### src/rtl/fft_pkg.sv
// Shared constants, FSM state type and complex-word packing for the FFT input path.
package fft_pkg;

   localparam int FFT_WORD_W = 32;
   localparam int RE_LSB     = 0;
   localparam int IM_LSB     = 16;
   localparam int COEF_W     = 16;

   typedef enum logic [1:0] {
      IDLE   = 2'd0,
      STREAM = 2'd1,
      PAD    = 2'd2
   } fsm_state_t;

   function automatic logic [FFT_WORD_W-1:0] pack_cplx(input logic [15:0] re,
                                                       input logic [15:0] im);
      logic [FFT_WORD_W-1:0] w;
      w = '0;
      w[RE_LSB +: 16] = re;
      w[IM_LSB +: 16] = im;
      return w;
   endfunction

endpackage

### src/rtl/fft_window_rom.sv
// Hann window coefficient ROM (unsigned Q1.15), synchronous 1-cycle read with enable.
module fft_window_rom
   import fft_pkg::*;
#(
   parameter int FRAME_LEN = 1024,
   parameter int AW        = 10
) (
   input  logic              i_clk,
   input  logic              i_rst,
   input  logic              i_en,
   input  logic [AW-1:0]     i_addr,
   output logic [COEF_W-1:0] o_coef
);

   function automatic logic [COEF_W-1:0] hann(input int unsigned i);
      real x;
      x = 0.5 * (1.0 - $cos(2.0 * 3.14159265358979 * real'(i) / real'(FRAME_LEN)));
      return COEF_W'($rtoi(x * 32767.0 + 0.5));
   endfunction

   logic [COEF_W-1:0] rom [FRAME_LEN];

   for (genvar g = 0; g < FRAME_LEN; g++) begin : g_rom
      localparam logic [COEF_W-1:0] C = hann(g);
      assign rom[g] = C;
   end

   always_ff @(posedge i_clk or posedge i_rst) begin
      if (i_rst)     o_coef <= '0;
      else if (i_en) o_coef <= rom[i_addr];
   end

endmodule

### src/rtl/fft_frame_feeder.sv
// Packs real samples into complex words, frames them with last/flush padding, 2-entry skid output.
// Optional Hann windowing stage compiled in with `define WINDOW_EN.
module fft_frame_feeder
   import fft_pkg::*;
#(
   parameter int FRAME_LEN = 1024,
   parameter int SAMPLE_W  = 16
) (
   input  logic                i_clk,
   input  logic                i_rst,
   input  logic [SAMPLE_W-1:0] i_sample,
   input  logic                i_sample_valid,
   output logic                o_sample_ready,
   input  logic                i_flush,
   output logic [31:0]         o_data,
   output logic                o_data_valid,
   output logic                o_data_last,
   input  logic                i_data_ready,
   output logic [15:0]         o_frame_cnt,
   output logic                o_busy
);

   localparam int IDX_W = $clog2(FRAME_LEN);
   localparam logic [IDX_W-1:0] LAST_IDX = IDX_W'(FRAME_LEN - 1);

   fsm_state_t              state, state_nxt;
   logic [IDX_W-1:0]        index;
   logic                    accept, pad_issue, issue, issue_last, flush_eff;
   logic signed [SAMPLE_W-1:0] sample_s;
   logic signed [15:0]      issue_re;

   logic [FFT_WORD_W-1:0]   buf_data [2];
   logic [1:0]              buf_last;
   logic                    wr_ptr, rd_ptr;
   logic [1:0]              cnt, cnt_nxt;
   logic                    buf_wr, buf_wr_last, rd, ready_nxt;
   logic [FFT_WORD_W-1:0]   buf_wr_data;

   assign sample_s   = i_sample;
   assign accept     = i_sample_valid && o_sample_ready;
   assign issue      = accept || pad_issue;
   assign issue_last = (index == LAST_IDX);
   // pad words enter the datapath as a zero sample so both build variants share one path
   assign issue_re   = accept ? 16'(sample_s) : '0;
   assign flush_eff  = i_flush && (state != PAD) && (accept || state == STREAM)
                       && !(accept && issue_last);

   assign rd           = o_data_valid && i_data_ready;
   assign o_data_valid = (cnt != 2'd0);
   assign o_data       = buf_data[rd_ptr];
   assign o_data_last  = buf_last[rd_ptr];
   assign o_busy       = (index != '0) || (state == PAD);
   assign cnt_nxt      = cnt + 2'(buf_wr) - 2'(rd);

`ifdef WINDOW_EN
   logic                    pv, pv_nxt, p_last, stage_move;
   logic signed [15:0]      p_re;
   logic [COEF_W-1:0]       coef;
   logic signed [32:0]      prod;
   logic signed [33:0]      rnd;

   fft_window_rom #(.FRAME_LEN(FRAME_LEN), .AW(IDX_W)) u_rom (
      .i_clk  (i_clk),
      .i_rst  (i_rst),
      .i_en   (issue),
      .i_addr (index),
      .o_coef (coef)
   );

   assign stage_move  = pv && (cnt != 2'd2);
   assign pad_issue   = (state == PAD) && (!pv || stage_move);
   assign prod        = p_re * $signed({1'b0, coef});
   assign rnd         = {prod[32], prod} + 34'sd16384;
   assign buf_wr      = stage_move;
   assign buf_wr_last = p_last;
   assign buf_wr_data = pack_cplx(rnd[30:15], '0);

   always_comb begin
      pv_nxt = pv;
      if (issue)           pv_nxt = 1'b1;
      else if (stage_move) pv_nxt = 1'b0;
   end

   // the staged word counts as a third slot, so streaming keeps ready high
   assign ready_nxt = (state_nxt != PAD) && ((3'(cnt_nxt) + 3'(pv_nxt)) < 3'd3);

   always_ff @(posedge i_clk or posedge i_rst) begin
      if (i_rst) begin
         pv     <= 1'b0;
         p_re   <= '0;
         p_last <= 1'b0;
      end else begin
         pv <= pv_nxt;
         if (issue) begin
            p_re   <= issue_re;
            p_last <= issue_last;
         end
      end
   end
`else
   assign pad_issue   = (state == PAD) && (cnt != 2'd2);
   assign buf_wr      = issue;
   assign buf_wr_last = issue_last;
   assign buf_wr_data = pack_cplx(issue_re, '0);
   assign ready_nxt   = (state_nxt != PAD) && (cnt_nxt != 2'd2);
`endif

   always_comb begin
      state_nxt = state;
      if (issue && issue_last) state_nxt = IDLE;
      else if (flush_eff)      state_nxt = PAD;
      else if (accept)         state_nxt = STREAM;
   end

   always_ff @(posedge i_clk or posedge i_rst) begin
      if (i_rst) begin
         state          <= IDLE;
         index          <= '0;
         o_sample_ready <= 1'b0;
         o_frame_cnt    <= '0;
      end else begin
         state          <= state_nxt;
         o_sample_ready <= ready_nxt;
         if (issue)                 index       <= index + IDX_W'(1);
         if (buf_wr && buf_wr_last) o_frame_cnt <= o_frame_cnt + 16'd1;
      end
   end

   always_ff @(posedge i_clk or posedge i_rst) begin
      if (i_rst) begin
         for (int unsigned i = 0; i < 2; i++) buf_data[i] <= '0;
         buf_last <= '0;
         wr_ptr   <= 1'b0;
         rd_ptr   <= 1'b0;
         cnt      <= '0;
      end else begin
         if (buf_wr) begin
            buf_data[wr_ptr] <= buf_wr_data;
            buf_last[wr_ptr] <= buf_wr_last;
            wr_ptr           <= ~wr_ptr;
         end
         if (rd) rd_ptr <= ~rd_ptr;
         cnt <= cnt_nxt;
      end
   end

endmodule

### config.mk
export PLATFORM = sky130hd
export DESIGN_NAME = fft_frame_feeder
export DESIGN_NICKNAME = d
export VERILOG_FILES = /design/src/rtl/fft_pkg.sv /design/src/rtl/fft_window_rom.sv /design/src/rtl/fft_frame_feeder.sv
export SDC_FILE = /design/constraint.sdc
export NUM_CORES = 1
export LEC_CHECK = 0
export ABC_AREA = 1
export BUFFER_PORTS_ARGS = -buffer_cell sky130_fd_sc_hd__buf_2
export CORE_ASPECT_RATIO = 1.25
export CORE_UTILIZATION = 40
export CTS_BUF_LIST = sky130_fd_sc_hd__clkbuf_4
export CTS_CLUSTER_SIZE = 40
export DETAILED_ROUTE_END_ITERATION = 10
export MAX_ROUTING_LAYER = met4
export PLACE_DENSITY = 0.62
export SKIP_LAST_GASP = 1
export SLEW_MARGIN = 40
export SYNTH_ARGS = -nofsm -noshare
export SYNTH_HDL_FRONTEND = slang
export SYNTH_HIERARCHICAL = 1
export SYNTH_SLANG_ARGS = --single-unit
### constraint.sdc
create_clock -name i_clk -period 1.7 [get_ports i_clk]
set_input_delay 0.085 -clock i_clk [delete_from_list [all_inputs] [get_ports i_clk]]
set_output_delay 0.085 -clock i_clk [all_outputs]
set_load 0.02 [all_outputs]
== Word-level counts from Yosys, hierarchy flattened ==
Cells that the tools add are included.
W data, S select, Z words.
Storage, ports and cells
  bits in registers: 99
  input bits: 21
  output and inout port bits: 52
  logic and storage cells: 63
Cells by class
  add/sub/neg operators: 4
  $lt $le $gt $ge: 6
  equal/unequal tests: 7
  muxes and demuxes: 15
  bitwise logic cells: 4
  reduce and logical (&&, ||, !) cells: 17
Operators with widths (count)
  $mux W32: 4
  $bwmux W64: 1
  $demux W32 S1: 1
  $add A16 B1 Y16 const B: 1
  $mux W16: 1
  $logic_and A1 B1 Y1: 11
  $add A10 B1 Y10 const B: 1
  $eq A10 B10 Y1 const B: 1
  $reduce_bool A10 Y1: 1
  $ne A2 B2 Y1 const B: 4
  $mux W2: 3
  $ge A2 B2 Y1 const B: 2
  $lt A1 B2 Y1 const B: 2
  $not A1 Y2: 2
  $logic_or A1 B1 Y1: 3
  $mux W1: 3
  $add A2 B1 Y2: 1
  $bwmux W2: 1
  $eq A2 B1 Y1 const B: 1
  $eq A2 B2 Y1 const B: 1
  $lt A2 B1 Y1 const B: 1
  $not A1 Y1: 2
  $reduce_bool A2 Y1: 1
  $sub A2 B1 Y2: 1
  3 further kinds: 3

== Longest topological paths before layout ==
  word-level depth: 8
  mapped depth: 14
  mapped depth without buffers: 14

== Worst setup path before layout ==
No wires, ideal clock.
  path type: register to register
  start point: reg cnt[0]
  end point: reg o_sample_ready
  arrival: 1.811 ns
  required time: 1.587 ns
  setup slack: -0.224 ns
  stages on the path, launching flop included: 12
  period minus slack after synthesis: 1.924 ns
  path through: dfrtp_1 -> or2_2 -> nand2_1 -> inv_1 -> ha_1 -> inv_1 -> ha_1 -> xnor2_1 -> xor2_1 -> nand2_1 -> nand2_1 -> inv_1
RTL lines
  from (decl): line fft_frame_feeder.sv:35  | logic [1:0] cnt, cnt_nxt;
  from (signal assigned): line fft_frame_feeder.sv:143  | cnt <= cnt_nxt;
  $reduce_bool A2 Y1: line fft_frame_feeder.sv:49  | assign o_data_valid = (cnt != 2'd0);
  named net o_data_valid: line fft_frame_feeder.sv:16  | output logic o_data_valid,
  $logic_and A1 B1 Y1: line fft_frame_feeder.sv:48  | assign rd = o_data_valid && i_data_ready;
  named net rd: line fft_frame_feeder.sv:36  | logic buf_wr, buf_wr_last, rd, ready_nxt;
  $sub A2 B1 Y2: line fft_frame_feeder.sv:53  | assign cnt_nxt = cnt + 2'(buf_wr) - 2'(rd);
  named net cnt_nxt[1]: line fft_frame_feeder.sv:35
  $ne A2 B2 Y1: line fft_frame_feeder.sv:105  | assign ready_nxt = (state_nxt != PAD) && (cnt_nxt != 2'd2);
  $logic_and A1 B1 Y1: line fft_frame_feeder.sv:105
  named net ready_nxt: line fft_frame_feeder.sv:36
  to (signal assigned): line fft_frame_feeder.sv:123  | o_sample_ready <= ready_nxt;
  to (decl): line fft_frame_feeder.sv:13  | output logic o_sample_ready,
The timed path passes the listed nets, and every way through them passes these cells.
A chain may end at the register's enable or synchronous reset.

== Worst setup path in the final report ==
  start point: reg cnt[0]
  end point: reg o_sample_ready
RTL lines (line)
  $reduce_bool A2 Y1: fft_frame_feeder.sv:49
  $logic_and A1 B1 Y1: fft_frame_feeder.sv:48
  named net rd: fft_frame_feeder.sv:36
  $sub A2 B1 Y2: fft_frame_feeder.sv:53
  named net cnt_nxt[1]: fft_frame_feeder.sv:35
  $ne A2 B2 Y1: fft_frame_feeder.sv:105
  $logic_and A1 B1 Y1: fft_frame_feeder.sv:105
  named net ready_nxt: fft_frame_feeder.sv:36
The timed path passes the listed nets, and every way through them passes these cells.

==> metrics.txt <==
final RePlAce weighted congestion=0.803; die area=9250 sq um; compound-cell area share of the yosys netlist=7.40%; Synth Area in Simple Gates=28.8%; Startpoint Class=register; DRT Pass-1 Iters=4; Worst Path Max Fanout=2; CP endpoint=o_sample_ready; port bufs=56; Post-Syn Area per Cell=7.94 sq um; status=complete, but fails checks; Least-Margin Pin Slew=0.542 ns; worst hold path class=primary input to register; clock root cell=clkbuf_4; synth top area cells=dfrtp_1 (47%), nand2_1 (19%), o21ai_0 (5.4%), buf_4 (3.4%), xor2_1 (3.2%); Final Hold Viols=0; Starting Density=41.0%; WL per Instance=12.0 um; share of layout cells above drive strength 1=24.9%; Max Slew Vio Count=0; DR iter-0 viols=97; Most Used Layer, Global Route=met2; fin worst setup slack=-0.140 ns; largest net degree at the start of global routing=37; area leader, netlist=dfrtp_1; Setup Skew=0.0103 ns; Vias/cell=4.64; crit path capture type=register; Post-synth EDFFs=0; unrepaired setup endpoints after global routing=yes; final total power=6.49 mW; Clock transition at path regs=0.11 ns; biggest cell delay along the critical path=0.41 ns; Mapped Cells=447; drt drc=0; fin cells=670; Worst Path Arrival=2.16 ns; Horiz. Die Dim=86.2 um; WP buf/inv=3; htree depth=3; post-synthesis mux area share=0%; CP required=2.02 ns; failing checks=negative setup slack; end-of-flow core utilization=51.1%; met1 Usage GRT=22.0%; Fin Hold WS=0.0986 ns; CTS Buf Count=9; deepest clock path buffer count=2; FILL cells=896; antenna cells=0; antenna violations before repair=0; Reg2Reg Depth=11; CP top delay family=simple AND/OR/NAND/NOR gates; Synth Flop Type=dfrtp_1; Detailed Route WL=8030 um; layout net count=572; Yosys warnings=6; max_cap viols=0; Crit Reg-Reg Endpoint=o_sample_ready; FF-to-FF Start=cnt[0]; CTS tree=yes; estimated wirelength of the detail-placed design=5450 um; Top Ports=73; all-layer global routing usage=19.1%; final worst path period share=108%; Core Area=8650 sq um; start point of the critical path=cnt[0]; Lkg Pwr=2.28 nW; largest family of logic cells by synthesized area=simple AND/OR/NAND/NOR gates; count of cell types in the netlist=31; XOR/XNOR share of the synthesized area=4.94%; clk_lat worst skew=0.41 ns; Pwr Density=1470 nW/um^2; min Tclk post-route=1.84 ns; CP Cell Sequence=or2_4 > nand2_4 > inv_2 > ha_4 > inv_4 > ha_4 > xnor2_2 > xor2_1 > nand2_1 > nand2_1 > inv_1; Peak supply drop=553 uV; DRT antenna net count=0; vias in the first global route=2972; slew margin rel.=63.8%; Post-Synth Adder-Cell Area=1.76%; global-route wire length before repair=13300 um; dpl cells=630; met3 Use GR=3.22%; Yosys reg bits=67; top cell type's share of synthesized area=47.2%; multi-input logic area=1650 sq um; gr ovfl total=0; Synth async-reset ratio=100%; via count=3107; Achievable Freq=543 MHz; total clock sinks=67; FF-to-FF setup slack=-0.14 ns; slowest stage cell, crit path=dfrtp_1; WS Path Type=register to register; Mapped Area=3550 sq um; storage element area=1680 sq um; met2 Usage GRT=33.2%; setup violators final=1; area growth from synthesis to layout=24.7%; die outline height=107 um; Site Rows=38; critical path depth in cells=11; Seq/Total Area, Yosys=47.2%
[placed cells by master (no fill, tap or decap), drive strengths merged, types with 6 or more instances in the layout]
cell         netlist  routed
xnor2              7       7
clkbuf             3      11
inv               31      30
nand3             13      13
nor2              26      26
nand2            190     190
buf               26      85
o21ai             47      47
dlygate4sd3        0      17
nand4              6       6
conb               1      16
nor3               7       7
xor2              13      13
dfrtp             67      67
[cells by family (layout without fill, tap and decap cells)]
group,after synthesis,in the layout
buffers and inverters,62,150
AOI/OAI and AO/OA,48,48
xor gates and xnor gates,20,20
other,1,16
and+or+nand+nor,244,244
DFF,67,67
adders and majority gates,5,5
[worst register-to-register path, cell delays in order, from the launching register on]
cell and delay (ns):
dfrtp_1 0.41, or2_4 0.25, nand2_4 0.06, inv_2 0.04, ha_4 0.26, inv_4 0.03
ha_4 0.15, xnor2_2 0.15, xor2_1 0.22, nand2_1 0.07, nand2_1 0.06, inv_1 0.04
[flip-flops by register name, indices dropped and copies added (netlist names)]
name / count
buf_data: 32
buf_last: 2
cnt: 2
index: 10
o_frame_cnt: 16
o_sample_ready: 1
rd_ptr: 1
state: 2
wr_ptr: 1
[where the power goes]
| group | internal, mW | switching, mW |
|---|---|---|
| combinational | 1.20 | 1.85 |
| sequential | 2.09 | 0.328 |
| clock | 0.463 | 0.551 |
| total | 3.75 | 2.73 |
[final cells by class]
type / count / share of cell area, %
clock inverter: 4 / 0.961
clock buffer: 11 / 1.87
multi-input combinational: 333 / 37.2
inverter: 33 / 3.11
timing repair buffer: 102 / 15.5
tap: 120 / 3.39
sequential: 67 / 37.9
[worst min-delay path by stage]
stage	endpoint	slack, ns	depth (start not counted)	startpoint
after detailed placement	o_frame_cnt[5]	0.17	2	i_rst
after global routing	state[1]	0.1	5	i_flush
final	state[1]	0.1	5	i_flush
after floorplan	buf_data[0]	0.24	1	i_rst
after CTS	state[1]	0.07	5	i_flush
after global placement	o_frame_cnt[5]	0.17	2	i_rst
[cell usage after synthesis, types with 2 or more instances]
cell and number:
nand2_1 177, dfrtp_1 67, o21ai_0 38, inv_1 29
nor2_1 23, buf_4 16, nand3_1 13, xor2_1 13
nand2_2 11, nor3_1 7, xnor2_1 7, nand4_1 6
o21ai_2 6, buf_2 5, ha_1 5, clkbuf_1 3
o21ai_1 3, buf_6 2, inv_2 2, nand2_4 2
nor2_4 2
[through the flow]
step	area, sq um	TNS [ns]	worst slack [ns]
floorplan	3610	-0.143	-0.143
global placement	4000	-0.124	-0.124
detailed placement	4000	-0.195	-0.193
CTS	4380	-0.247	-0.149
global route	4430	-0.388	-0.247
finish	4430	-0.140	-0.140
[repair_timing]
| action | in CTS | in global routing |
|---|---|---|
| resized for setup | 8 | 10 |
| pin swaps | 8 | 10 |
| hold endpoints to repair | 54 | 0 |
| buffers inserted | 6 | 2 |
| endpoints found under the setup margin | 2 | 3 |
| hold buffers | 17 | 0 |
| gates cloned | 0 | 0 |
[routing by layer]
metal / wire length (um) / share of wire (%)
met3: 283 / 3.5
met5: 0 / 0
met4: 96 / 1.2
met2: 4240 / 53
met1: 3410 / 42
(Power assumes the default switching activity.)
